## src/rtl/clk_period_meter.sv

```systemverilog
// Purpose: measures period and high time of an asynchronous slow clock in i_wb_clk cycles.
// Latency: result registered one cycle after the synchronized closing rise (sync + edge reg ahead).
// Backpressure: none; o_valid is a single-cycle pulse and results hold until the next update.
module clk_period_meter #(
  parameter int CNT_W       = 17,
  parameter int SYNC_STAGES = 2
) (
  input  logic             i_wb_clk,
  input  logic             i_wb_rst,
  input  logic             i_en,
  input  logic             i_sig,
  output logic [CNT_W-1:0] o_period,
  output logic [CNT_W-1:0] o_high,
  output logic             o_valid,
  output logic             o_ovf,
  output logic             o_busy
);

  typedef enum logic [1:0] {IDLE, ARM, MEAS_HIGH, MEAS_LOW} state_t;

  localparam logic [CNT_W-1:0] CNT_MAX = '1;
  localparam logic [CNT_W-1:0] CNT_ONE = {{(CNT_W-1){1'b0}}, 1'b1};

  logic [SYNC_STAGES-1:0] sync;
  logic                   s;
  logic                   s_d;
  logic                   rise;
  logic                   fall;

  state_t           state;
  state_t           state_nxt;
  logic [CNT_W-1:0] cnt;
  logic [CNT_W-1:0] cnt_nxt;
  logic [CNT_W-1:0] h_lat;
  logic [CNT_W-1:0] h_lat_nxt;
  logic [CNT_W-1:0] period_nxt;
  logic [CNT_W-1:0] high_nxt;
  logic             valid_nxt;
  logic             ovf_nxt;

  // Synchronizer chain for the asynchronous input, followed by the edge register.
  always_ff @(posedge i_wb_clk) begin
    if (i_wb_rst) begin
      sync <= '0;
      s_d  <= 1'b0;
    end else begin
      sync <= {sync[SYNC_STAGES-2:0], i_sig};
      s_d  <= s;
    end
  end

  assign s    = sync[SYNC_STAGES-1];
  assign rise = s & ~s_d;
  assign fall = ~s & s_d;

  // State, counter, latched high time and the registered results.
  always_ff @(posedge i_wb_clk) begin
    if (i_wb_rst) begin
      state    <= IDLE;
      cnt      <= '0;
      h_lat    <= '0;
      o_period <= '0;
      o_high   <= '0;
      o_valid  <= 1'b0;
      o_ovf    <= 1'b0;
    end else begin
      state    <= state_nxt;
      cnt      <= cnt_nxt;
      h_lat    <= h_lat_nxt;
      o_period <= period_nxt;
      o_high   <= high_nxt;
      o_valid  <= valid_nxt;
      o_ovf    <= ovf_nxt;
    end
  end

  // Next-state and result logic; saturation takes priority over any edge so a
  // stuck or too-slow input always falls back to ARM instead of hanging.
  always_comb begin
    state_nxt  = state;
    cnt_nxt    = (cnt == CNT_MAX) ? cnt : cnt + CNT_ONE;
    h_lat_nxt  = h_lat;
    period_nxt = o_period;
    high_nxt   = o_high;
    valid_nxt  = 1'b0;
    ovf_nxt    = o_ovf;

    if (!i_en) begin
      state_nxt = IDLE;
      cnt_nxt   = '0;
    end else begin
      case (state)
        IDLE: begin
          state_nxt = ARM;
          cnt_nxt   = '0;
        end
        ARM: begin
          cnt_nxt = '0;
          if (rise) begin
            cnt_nxt   = CNT_ONE;
            state_nxt = MEAS_HIGH;
          end
        end
        MEAS_HIGH, MEAS_LOW: begin
          if (cnt == CNT_MAX) begin
            ovf_nxt   = 1'b1;
            state_nxt = ARM;
          end else if (rise) begin
            // A rise while still in MEAS_HIGH means the fall was missed: restart quietly.
            cnt_nxt   = CNT_ONE;
            state_nxt = MEAS_HIGH;
            if (state == MEAS_LOW) begin
              period_nxt = cnt;
              high_nxt   = h_lat;
              valid_nxt  = 1'b1;
              ovf_nxt    = 1'b0;
            end
          end else if (fall && state == MEAS_HIGH) begin
            h_lat_nxt = cnt;
            state_nxt = MEAS_LOW;
          end
        end
        default: state_nxt = IDLE;
      endcase
    end
  end

  assign o_busy = (state != IDLE);

endmodule
```

## config.mk

```make
export PLATFORM = sky130hd
export DESIGN_NAME = clk_period_meter
export DESIGN_NICKNAME = d
export VERILOG_FILES = /design/src/rtl/clk_period_meter.sv
export SDC_FILE = /design/constraint.sdc
export NUM_CORES = 1
export LEC_CHECK = 0
export ABC_CLOCK_PERIOD_IN_PS = 1700
export CORE_ASPECT_RATIO = 0.6
export CORE_MARGIN = 4
export CORE_UTILIZATION = 37
export DETAILED_ROUTE_END_ITERATION = 8
export SKIP_LAST_GASP = 1
export SYNTH_ARGS = -nofsm -noshare
export SYNTH_HDL_FRONTEND = slang
export SYNTH_SLANG_ARGS = --single-unit
```

## constraint.sdc

```tcl
create_clock -name i_wb_clk -period 1.7 [get_ports i_wb_clk]
set_input_delay 0.255 -clock i_wb_clk [delete_from_list [all_inputs] [get_ports i_wb_clk]]
set_output_delay 0.255 -clock i_wb_clk [all_outputs]
set_load 0.005 [all_outputs]
```

# Yosys cells after proc, flatten, opt, wreduce, memory -nomap -nowiden
# Cells that the tools add are included.
# classes
n_mux	14
shift	0
n_addsub	1
div_mod_pow	0
n_mul	0
n_reduce_logical	12
n_eq_ne	6
n_lt_le_gt_ge	0
n_bitwise	8
# ops
op	count
$mux 17	3
$pmux 17 s3	1
$add 17x1->17 const B	1
$eq 17x17->1 const B	1
$reduce_and 5->1	2
$mux 2	4
$not 1->1	6
$pmux 2 s3	1
$reduce_bool 2->1	3
$mux 1	5
$reduce_or 5->1	1
$eq 2x2->1 const B	2
$ne 4x4->1 const B	1
$reduce_and 4->1	1
$reduce_or 2->1	2
$and 1x1->1	2
$eq 2x1->1 const B	1
$logic_not 2->1	1
$ne 2x2->1 const B	1
$reduce_and 2->1	1
$logic_and 1x1->1	1
# word_totals
mem_bits_rw	0
inputBits	4
regBits	75
memories	0
output_inout_bits	37
latchBits	0
romBits	0

# Longest topological paths before layout
# Gate-level depths: netlist of the first run.
# depth
word_depth	7
mapped_depth	7

# Worst setup path after synthesis of the first run
# No wires, ideal clock.
# synth_path
path_kind	flip-flop to flip-flop
startpoint	register cnt[0]
endpoint	register cnt[0]
path_buffers	0
t_arrival_ns	1.665
slack_ns	-0.081
required_time_ns	1.584
stages_incl_launch_ff	6
setup_ns	0.116
path_cell_list	dfxtp_1 > ha_1 > nand4_1 > or4_4 > or3_1 > and3_1
# synth_via
elab_chain_cells	5
# synth_lines
item	line	text
start, declared	32	logic [CNT_W-1:0] cnt;
start signal, assigned	68	cnt <= cnt_nxt;
$add 17x1->17 or $eq 17x17->1 (tied branches)	81, 105	
$mux 17	81	cnt_nxt = (cnt == CNT_MAX) ? cnt : cnt + CNT_ONE;
$mux 17	108	end else if (rise) begin
$mux 17 *	105	if (cnt == CNT_MAX) begin
$pmux 17 s3 *	92	case (state)
# Every way passes the cells marked *; elsewhere a longest branch is shown, timed or not.
# A chain may end at the register's enable or synchronous reset.

# Final worst setup path of the first run
# layout_path
startpoint	register cnt[1]
endpoint	register cnt[5]
# Same word-level chain as after synthesis.

==> results.yml, run 1 <==
detailed_routing:
  first_iter_violations: 285
  routed_wirelength_mm: 9.394
  vias: 3130
  wl_per_cell_um: 16.75
  drc: 0
  firstDrtPassIters: 4
  vias_per_cell: 5.579
  drtAntennaViolNets: 0
outcome:
  violations: "negative setup slack"
  status: "finished with violations"
logic_synthesis:
  synth_edf_count: 0
  seq_area_frac_synth_pct: 48.52
  synth_flop_cell: "dfxtp_1"
  syn_inst: 368
  post_synth_num_cell_types: 40
  syn-num-nets: 373
  synth.avg_cell_area_um2: 8.408
  async_flop_share_pct: 0
  synth_warnings: 0
  synth_area_um2: 3094
  ys_ff_latch: 75
placed_design:
  portBuffers: 40
  hpwlAfterDp_mm: 5.648
  place_congestion: 0.7853
  place_ws_ps: -232.8
  dpl_cell_area_um2: 3867
pwr:
  p_switching_mw: 0.8056
  report.power.total_mw: 3.881
  internal_power_mw: 3.076
  power.share.sequential_pct: 45.5
  p_leak_nw: 1.565
  power_frac_clock_pct: 53.1
  pwr-share-comb_pct: 1.4
  peakVddDrop_v: 0.0005661
  p_per_area_nw_per_um2: 826.7
  switching_share_pct: 20.76
critical_path:
  reg2reg_slack_ps: -140
  worst-path-max-fanout: 8
  endpoint_kind: "flip-flop"
  startpoint: "cnt[1]"
  cp_data_arrival_time_ps: 2110
  worstSetupPathType: "reg -> reg"
  reg2reg_from: "cnt[1]"
  required_ps: 1970
  reg2reg_depth: 8
  reg2reg_to: "cnt[5]"
  start_kind: "flip-flop"
min_path:
  hold-path-endpoint: "state[1]"
  min-delay-start: "i_wb_rst"
  hold_path.class: "in -> reg"
  whs_path_depth: 4
sta:
  rsz0062_at_grt: "true"
  fmax_ghz: 0.5442
  slew-limit-headroom_pct: 60.82
  timing.final.crit_period_ps: 1837
  worst_slew_pin_slew_ps: 587.8
  skew_ps: 4.822
  fin_ws_ps: -137.5
  hold_viol: 0
  setup_viol: 65
  fin_crit_sh_pct: 108.1
  maxSlewViolCount: 0
clocking:
  h-tree-depth: 3
  clockRootBuffer: "clkbuf_16"
  ctsHoldBuffers: 0
  clk_pin_slew_ps: 60
  cts_sinks: 75
  clockBufferDepth: 2
  cts_tree: "yes"
  numCtsBuffers: 9
  insertion_delay_ps: 340
layout:
  drive_gt1_share_pct: 30.91
  area_growth_pct: 51.72
  final_nets: 453
  fin_area_um2: 4695
  final_util_pct: 58.63
  diodes: 0
floorplan:
  core_area_um2: 8008
  pin_count: 41
  rows: 25
  die-area_um2: 9938
  chipHeight_um: 78.84
  start_util_pct: 38.64
  die_w_um: 126.1
global_routing:
  grt_usage_pct: 17.59
  grt_max_degree: 57
  grt_overflow_total: 0
  grt_pass1_vias: 2800
  antenna_found_initial: 0
  grt_pass1_wl_mm: 13.97
job:
  timing.max_cap.violations: 0
[critical path, stage by stage (launching register included)]
cell       delay [ps]
dfxtp_2           340
ha_4              160
nand4_1           100
buf_4             130
nor4_4             50
buf_4             160
clkbuf_16         160
or4_1             520
a21oi_2           150
[timing repair]
action                     in CTS  in global routing
gates cloned                    1                  7
setup endpoints to repair      39                 68
pin swaps                       7                 62
resized for setup               9                 88
buffers inserted                5                  7
[cell usage after synthesis, drive strengths merged (2+ instances only)]
cell	number	share of area [%]
dfxtp	75	49
a21oi	68	11
o21ai	60	9.7
nand3	56	9.1
clkbuf	20	2.5
buf	13	2.5
nand2	9	1.1
nor2	9	1.1
o31ai	6	1.5
or4	6	1.6
nand4	5	1.7
nor2b	5	1.0
or3	5	1.0
nor3	4	0.65
or2	4	0.81
nor4	3	1.1
and3	2	0.40
inv	2	0.24
mux2i	2	0.65
nand2b	2	0.40
[power by group through the flow]
stage,clock network (mW),logic [mW],registers [mW]
2_1_floorplan,0,0.0323,1.80
3_3_place_gp,0,0.0524,1.80
3_5_place_dp,0,0.0528,1.80
4_1_cts,2.11,0.0519,1.77
5_1_grt,2.20,0.0596,1.77
6_report,2.06,0.0546,1.77
[per-layer routing]
| metal | vias up | part of all wire, % | GRT usage, % |
|---|---|---|---|
| li1 | 1527 | - | - |
| met1 | 1499 | 49 | 25.05 |
| met2 | 93 | 43 | 25.45 |
| met3 | 11 | 7.1 | 5.376 |
| met4 | 0 | 1.0 | 5.460 |
| met5 | - | 0 | 0 |
[worst max path at each step]
stage	endpoint	slack, ps	depth (start not counted)
final	cnt[5]	-140	8
after global routing	o_period[0]	-230	9
after CTS	cnt[15]	-40	5
after detailed placement	h_lat[13]	-230	5
after global placement	h_lat[8]	-180	5
after floorplan	cnt[0]	-30	4
[registers in the layout (all words and copies together), names as in the netlist]
signal	flops
cnt	17
h_lat	17
o_high	17
o_ovf	1
o_period	17
o_valid	1
s_d	1
state	2
sync	2
[stage by stage]
step | instances | TNS (ps) | hold WS [ps]
after floorplan | 368 | -32.16 | 383.2
after global placement | 527 | -3753 | 418.3
after detailed placement | 527 | -4935 | 429.1
after CTS | 549 | -115.0 | 325.9
after global routing | 561 | -9925 | 345.2
final | 561 | -5379 | 337.6
[cells in the final DEF (no fill, tap or decap), types with 3 or more instances in the layout]
cell type        synthesis  layout
dfxtp_1                 75      65
nand3_1                 56      54
a21oi_1                 68      54
buf_4                    1      42
clkdlybuf4s50_1          0      38
o21ai_0                 60      27
o21ai_1                  0      20
clkbuf_16                0      14
a21oi_2                  0      13
o21ai_2                  0      11
dfxtp_2                  0      10
nand2_1                  9       9
buf_6                    2       7
nor2_1                   9       6
o31ai_1                  6       5
nor2b_1                  5       5
buf_12                   0       5
or2_2                    4       4
nor3_1                   4       4
or3_1                    5       4
or4_1                    5       4
nand4_1                  3       3
clkinv_4                 0       3
[cell families (layout without fill, tap and decap cells)]
logic type,after synthesis,after routing,share of synthesized area [%]
muxes,2,2,0.6470
adders and majority gates,1,1,0.4043
and+or+nand+nor,115,115,21.43
DFF,75,75,48.52
buffers and inverters,35,120,5.176
AOI/OAI and AO/OA,140,140,23.82
[area by class of cell]
class / instances / area (µm²)
multi-input cells: 258 / 1642
fillers: 723 / 3313
clock buffers: 9 / 225.2
clock inverters: 7 / 100.1
flip-flops and latches: 75 / 1514
well taps: 108 / 135.1
inverters: 2 / 7.507
repair buffers: 102 / 1071
(Power assumes the default switching activity.)
==> run 2: changes to the inputs <==
--- a/config.mk
+++ b/config.mk
@@ -5,11 +5,13 @@
 export SDC_FILE = /design/constraint.sdc
 export NUM_CORES = 1
 export LEC_CHECK = 0
-export ABC_CLOCK_PERIOD_IN_PS = 1700
+export CELL_PAD_IN_SITES_DETAIL_PLACEMENT = 0
+export CELL_PAD_IN_SITES_GLOBAL_PLACEMENT = 2
 export CORE_ASPECT_RATIO = 0.6
 export CORE_MARGIN = 4
-export CORE_UTILIZATION = 37
+export CORE_UTILIZATION = 29
 export DETAILED_ROUTE_END_ITERATION = 8
+export PLACE_DENSITY_LB_ADDON = 0.1
 export SKIP_LAST_GASP = 1
 export SYNTH_ARGS = -nofsm -noshare
 export SYNTH_HDL_FRONTEND = slang
==> constraint.sdc (replaced) <==
create_clock -name i_wb_clk -period 1.7 [get_ports i_wb_clk]
set_input_delay 0.255 -clock i_wb_clk [delete_from_list [all_inputs] [get_ports i_wb_clk]]
set_output_delay 0.255 -clock i_wb_clk [all_outputs]
set_load 0.05 [all_outputs]
==> results.yml, run 2 (synthesis gave the netlist of run 1 again) <==
critical_path:
  endpoint_kind: "flip-flop"
  reg2reg_to: "cnt[7]"
  worst-path-max-fanout: 6
  start_kind: "flip-flop"
  reg2reg_from: "cnt[1]"
  required_ps: 1970
  reg2reg_depth: 8
  reg2reg_slack_ps: -50
  worstSetupPathType: "reg -> reg"
  cp_data_arrival_time_ps: 2020
sta:
  fin_crit_sh_pct: 103.0
  timing.final.crit_period_ps: 1751
  slew-limit-headroom_pct: 59.90
  setup_viol: 3
  hold_viol: 0
  fin_ws_ps: -51.29
  maxSlewViolCount: 0
  worst_slew_pin_slew_ps: 601.5
  skew_ps: 5.714
  hold_slack_ps: 336.6
  fmax_ghz: 0.5710
  rsz0062_at_grt: "true"
detailed_routing:
  drc: 0
  firstDrtPassIters: 4
  drtAntennaViolNets: 0
  wl_per_cell_um: 16.97
  vias: 3046
  vias_per_cell: 5.189
  routed_wirelength_mm: 9.964
  first_iter_violations: 134
placed_design:
  dpl_cell_area_um2: 3866
  portBuffers: 40
  hpwlAfterDp_mm: 6.715
  dp.cells: 560
  place_congestion: 0.8153
min_path:
  hold_path.class: "in -> reg"
  min-delay-start: "i_wb_rst"
  hold-path-endpoint: "state[1]"
  whs_path_depth: 4
floorplan:
  die_w_um: 141.4
  core_area_um2: 10120
  rows: 28
  pin_count: 41
  die-area_um2: 12440
  start_util_pct: 30.56
  chipHeight_um: 88.01
outcome:
  violations: "negative setup slack"
  status: "finished with violations"
layout:
  final_common_cell: "buf_4"
  diodes: 0
  drive_gt1_share_pct: 40.04
  layout_common_cells: "buf_4, dfxtp_1, a21oi_1, nand3_1, o21ai_0"
  area_growth_pct: 50.47
  fin_area_um2: 4656
  final_nets: 453
  final_cells: 587
  final_util_pct: 45.98
clocking:
  insertion_delay_ps: 330
  cts_sinks: 75
  cts_tree: "yes"
  clockRootBuffer: "clkbuf_16"
  numCtsBuffers: 9
  ctsHoldBuffers: 0
  h-tree-depth: 3
  clk_pin_slew_ps: 60
  clockBufferDepth: 2
pwr:
  report.power.total_mw: 4.016
  p_leak_nw: 1.658
  p_per_area_nw_per_um2: 862.5
  peakVddDrop_v: 0.0004937
global_routing:
  grt_overflow_total: 0
  grt_pass1_wl_mm: 15.93
  antenna_found_initial: 0
  grt_max_degree: 57
  grt_pass1_vias: 2929
  grt_usage_pct: 16.63
job:
  timing.max_cap.violations: 0
run 2: where the power goes:
part | internal, mW | switching, mW | leakage, nW
Sequential | 1.76 | 0.00429 | 0.612
Clock | 1.47 | 0.721 | 0.166
Combinational | 0.0191 | 0.0400 | 0.880
run 2: area by class of cell:
cell class | instances | area (µm²)
clock buffers | 11 | 242.7
clock inverters | 4 | 98.84
fillers | 1011 | 5469
inverters | 2 | 7.507
multi-input cells | 258 | 1654
flip-flops and latches | 75 | 1519
well taps | 135 | 168.9
repair buffers | 102 | 964.7
run 2: worst max path at each step:
| stage | start | cells past startpoint | to |
|---|---|---|---|
| floorplan | cnt[12] | 4 | cnt[0] |
| global placement | i_en | 5 | h_lat[1] |
| detailed placement | i_en | 5 | h_lat[3] |
| CTS | cnt[1] | 8 | cnt[5] |
| global route | cnt[0] | 5 | cnt[0] |
| finish | cnt[1] | 8 | cnt[7] |
run 2: layer usage:
| layer | part of all wire (%) | vias up | GRT usage [%] |
|---|---|---|---|
| met5 | 0 | - | 0 |
| met4 | 0.63 | 0 | 4.925 |
| met3 | 4.6 | 7 | 4.310 |
| met2 | 42 | 59 | 24.41 |
| met1 | 52 | 1471 | 23.99 |
| li1 | - | 1509 | - |
run 2: worst max-delay path: stages, from the launching register on:
cell     delay, ps
dfxtp_2        330
ha_4           160
nand4_1        130
buf_4          140
nor4_4          40
buf_6          140
buf_12         130
or4_4          500
a21oi_2        110
run 2: per-stage QoR:
stage / worst slack, ps / setup TNS (ps)
after global routing: -100.1 / -2959
after floorplan: -32.16 / -32.16
after detailed placement: -253.6 / -7816
final: -51.29 / -129.1
after CTS: -99.76 / -3226
after global placement: -219.0 / -6201
run 2: timing repair:
action,4_1_cts,5_1_grt
pin swaps,7,47
hold endpoints to repair,0,0
gates cloned,2,3
endpoints found under the setup margin,59,69
resized for setup,31,59
setup buffers,3,6
==> run 3: changes to the inputs <==
--- a/config.mk
+++ b/config.mk
@@ -5,6 +5,7 @@
 export SDC_FILE = /design/constraint.sdc
 export NUM_CORES = 1
 export LEC_CHECK = 0
+export CAP_MARGIN = 20
 export CELL_PAD_IN_SITES_DETAIL_PLACEMENT = 0
 export CELL_PAD_IN_SITES_GLOBAL_PLACEMENT = 2
 export CORE_ASPECT_RATIO = 0.6
@@ -16,3 +17,4 @@
 export SYNTH_ARGS = -nofsm -noshare
 export SYNTH_HDL_FRONTEND = slang
 export SYNTH_SLANG_ARGS = --single-unit
+export TNS_END_PERCENT = 50
==> results.yml, run 3 (synthesis gave the netlist of run 1 again) <==
outcome:
  status: "finished with violations"
  violations: "negative setup slack"
critical_path:
  crit_buf_inv: 3
  required_ps: 1960
  cpMaxStageDelayCell: "or4_4"
  crit_path_max_incr_delay_ps: 510
  worst-path-max-fanout: 15
  startpoint: "cnt[1]"
  worstSetupPathType: "reg -> reg"
  crit_family: "simple AND/OR/NAND/NOR gates"
  crit_chain: "ha_4 -> nand4_1 -> buf_4 -> nor4_4 -> buf_6 -> buf_12 -> or4_4 -> a21oi_2"
  cp_data_arrival_time_ps: 2070
  start_kind: "flip-flop"
  endpoint_kind: "flip-flop"
  reg2reg_from: "cnt[1]"
pwr:
  p_per_area_nw_per_um2: 796.5
  peakVddDrop_v: 0.0004680
  p_leak_nw: 1.608
placed_design:
  portBuffers: 40
  dp.cells: 561
  place_congestion: 0.7592
  hpwlAfterDp_mm: 6.587
min_path:
  hold_path.class: "in -> reg"
  min-delay-start: "i_wb_rst"
sta:
  hold_viol: 0
  setup_viol: 58
  skew_ps: 3.821
  timing.final.crit_period_ps: 1813
  worst_slew_pin_slew_ps: 604.1
  slew-limit-headroom_pct: 59.73
  fin_ws_ps: -113.4
  fmax_ghz: 0.5515
  hold_slack_ps: 351.2
  fin_tns_setup_ps: -2867
  maxSlewViolCount: 0
  fin_crit_sh_pct: 106.7
  rsz0062_at_grt: "true"
layout:
  diodes: 0
  final_common_cell: "buf_4"
  final_cells: 589
  area_growth_pct: 43.67
  final_util_pct: 43.91
  layout_common_cells: "buf_4, dfxtp_1, a21oi_1, o21ai_0, nand3_1"
  final_nets: 455
  drive_gt1_share_pct: 32.82
detailed_routing:
  firstDrtPassIters: 4
  first_iter_violations: 144
  vias: 3019
  wl_per_cell_um: 17.19
  drc: 0
  vias_per_cell: 5.126
  drtAntennaViolNets: 0
  routed_wirelength_mm: 10.12
clocking:
  clockBufferDepth: 2
  h-tree-depth: 3
  clk_pin_slew_ps: 60
  numCtsBuffers: 9
  ctsHoldBuffers: 0
  cts_sinks: 75
  cts_tree: "yes"
  insertion_delay_ps: 330
  clockRootBuffer: "clkbuf_16"
job:
  timing.max_cap.violations: 0
floorplan:
  die_w_um: 141.4
  chipHeight_um: 88.01
  core_area_um2: 10120
  start_util_pct: 30.56
  die-area_um2: 12440
  pin_count: 41
  rows: 28
global_routing:
  grt_pass1_wl_mm: 15.66
  antenna_found_initial: 0
  grt_max_degree: 57
  grt_pass1_vias: 2890
  grt_usage_pct: 16.22
  grt_overflow_total: 0
-- run 3: cell count changes in the layout (fill, tap and decap cells not counted), sizes merged --
cell and delta:
bufinv -3, clkbuf +4, clkinvlp +1
-- run 3: layout make-up --
cell class                      count  area [µm²]
Fill cell                        1021        5679
Sequential cell                    75        1513
Multi-Input combinational cell    258        1509
Timing Repair Buffer              104       984.7
Clock buffer                       13       250.2
Tap cell                          135       168.9
Clock inverter                      2       12.51
Inverter                            2       7.507
-- run 3: power breakdown --
part           total (mW)  internal [mW]  switching [mW]
Clock                1.72           1.02           0.698
Combinational      0.0583         0.0189          0.0394
Sequential           1.77           1.76         0.00402
-- run 3: metal layers --
metal  up-vias  share of wire, %  global-route usage, %
li1       1516                 -                      -
met1      1423                53                  23.45
met2        71                40                  23.28
met3         9               5.6                  4.474
met4         0               1.3                  5.277
met5         -                 0                      0
-- run 3: final timing paths --
check / to / depth (start not counted) / slack [ps]
worst max-delay path: cnt[5] / 8 / -110
worst min register to register: sync[1] / 1 / 440
worst min-delay path: state[1] / 4 / 350
worst max register to register: cnt[5] / 8 / -110
-- run 3: stage by stage --
step | total power, mW | setup WS (ps) | cell area, µm²
final | 3.541 | -113.4 | 4446
after detailed placement | 1.865 | -264.8 | 3870
after global routing | 3.664 | -173.8 | 4446
after CTS | 3.582 | -96.28 | 4192
after floorplan | 1.842 | -32.16 | 3137
after global placement | 1.865 | -219.2 | 3870
-- run 3: repair_timing --
item	CTS	global route
pin swaps	2	16
gates cloned	0	6
resized for setup	10	23
setup endpoints to repair	66	68
hold endpoints to repair	0	0
buffers inserted	3	4
-- run 3: worst reg2reg max path, cell delays in order (launching register included) --
cell     delay, ps
dfxtp_2        330
ha_4           150
nand4_1        120
buf_4          140
nor4_4          40
buf_6          160
buf_12         160
or4_4          510
a21oi_2        140
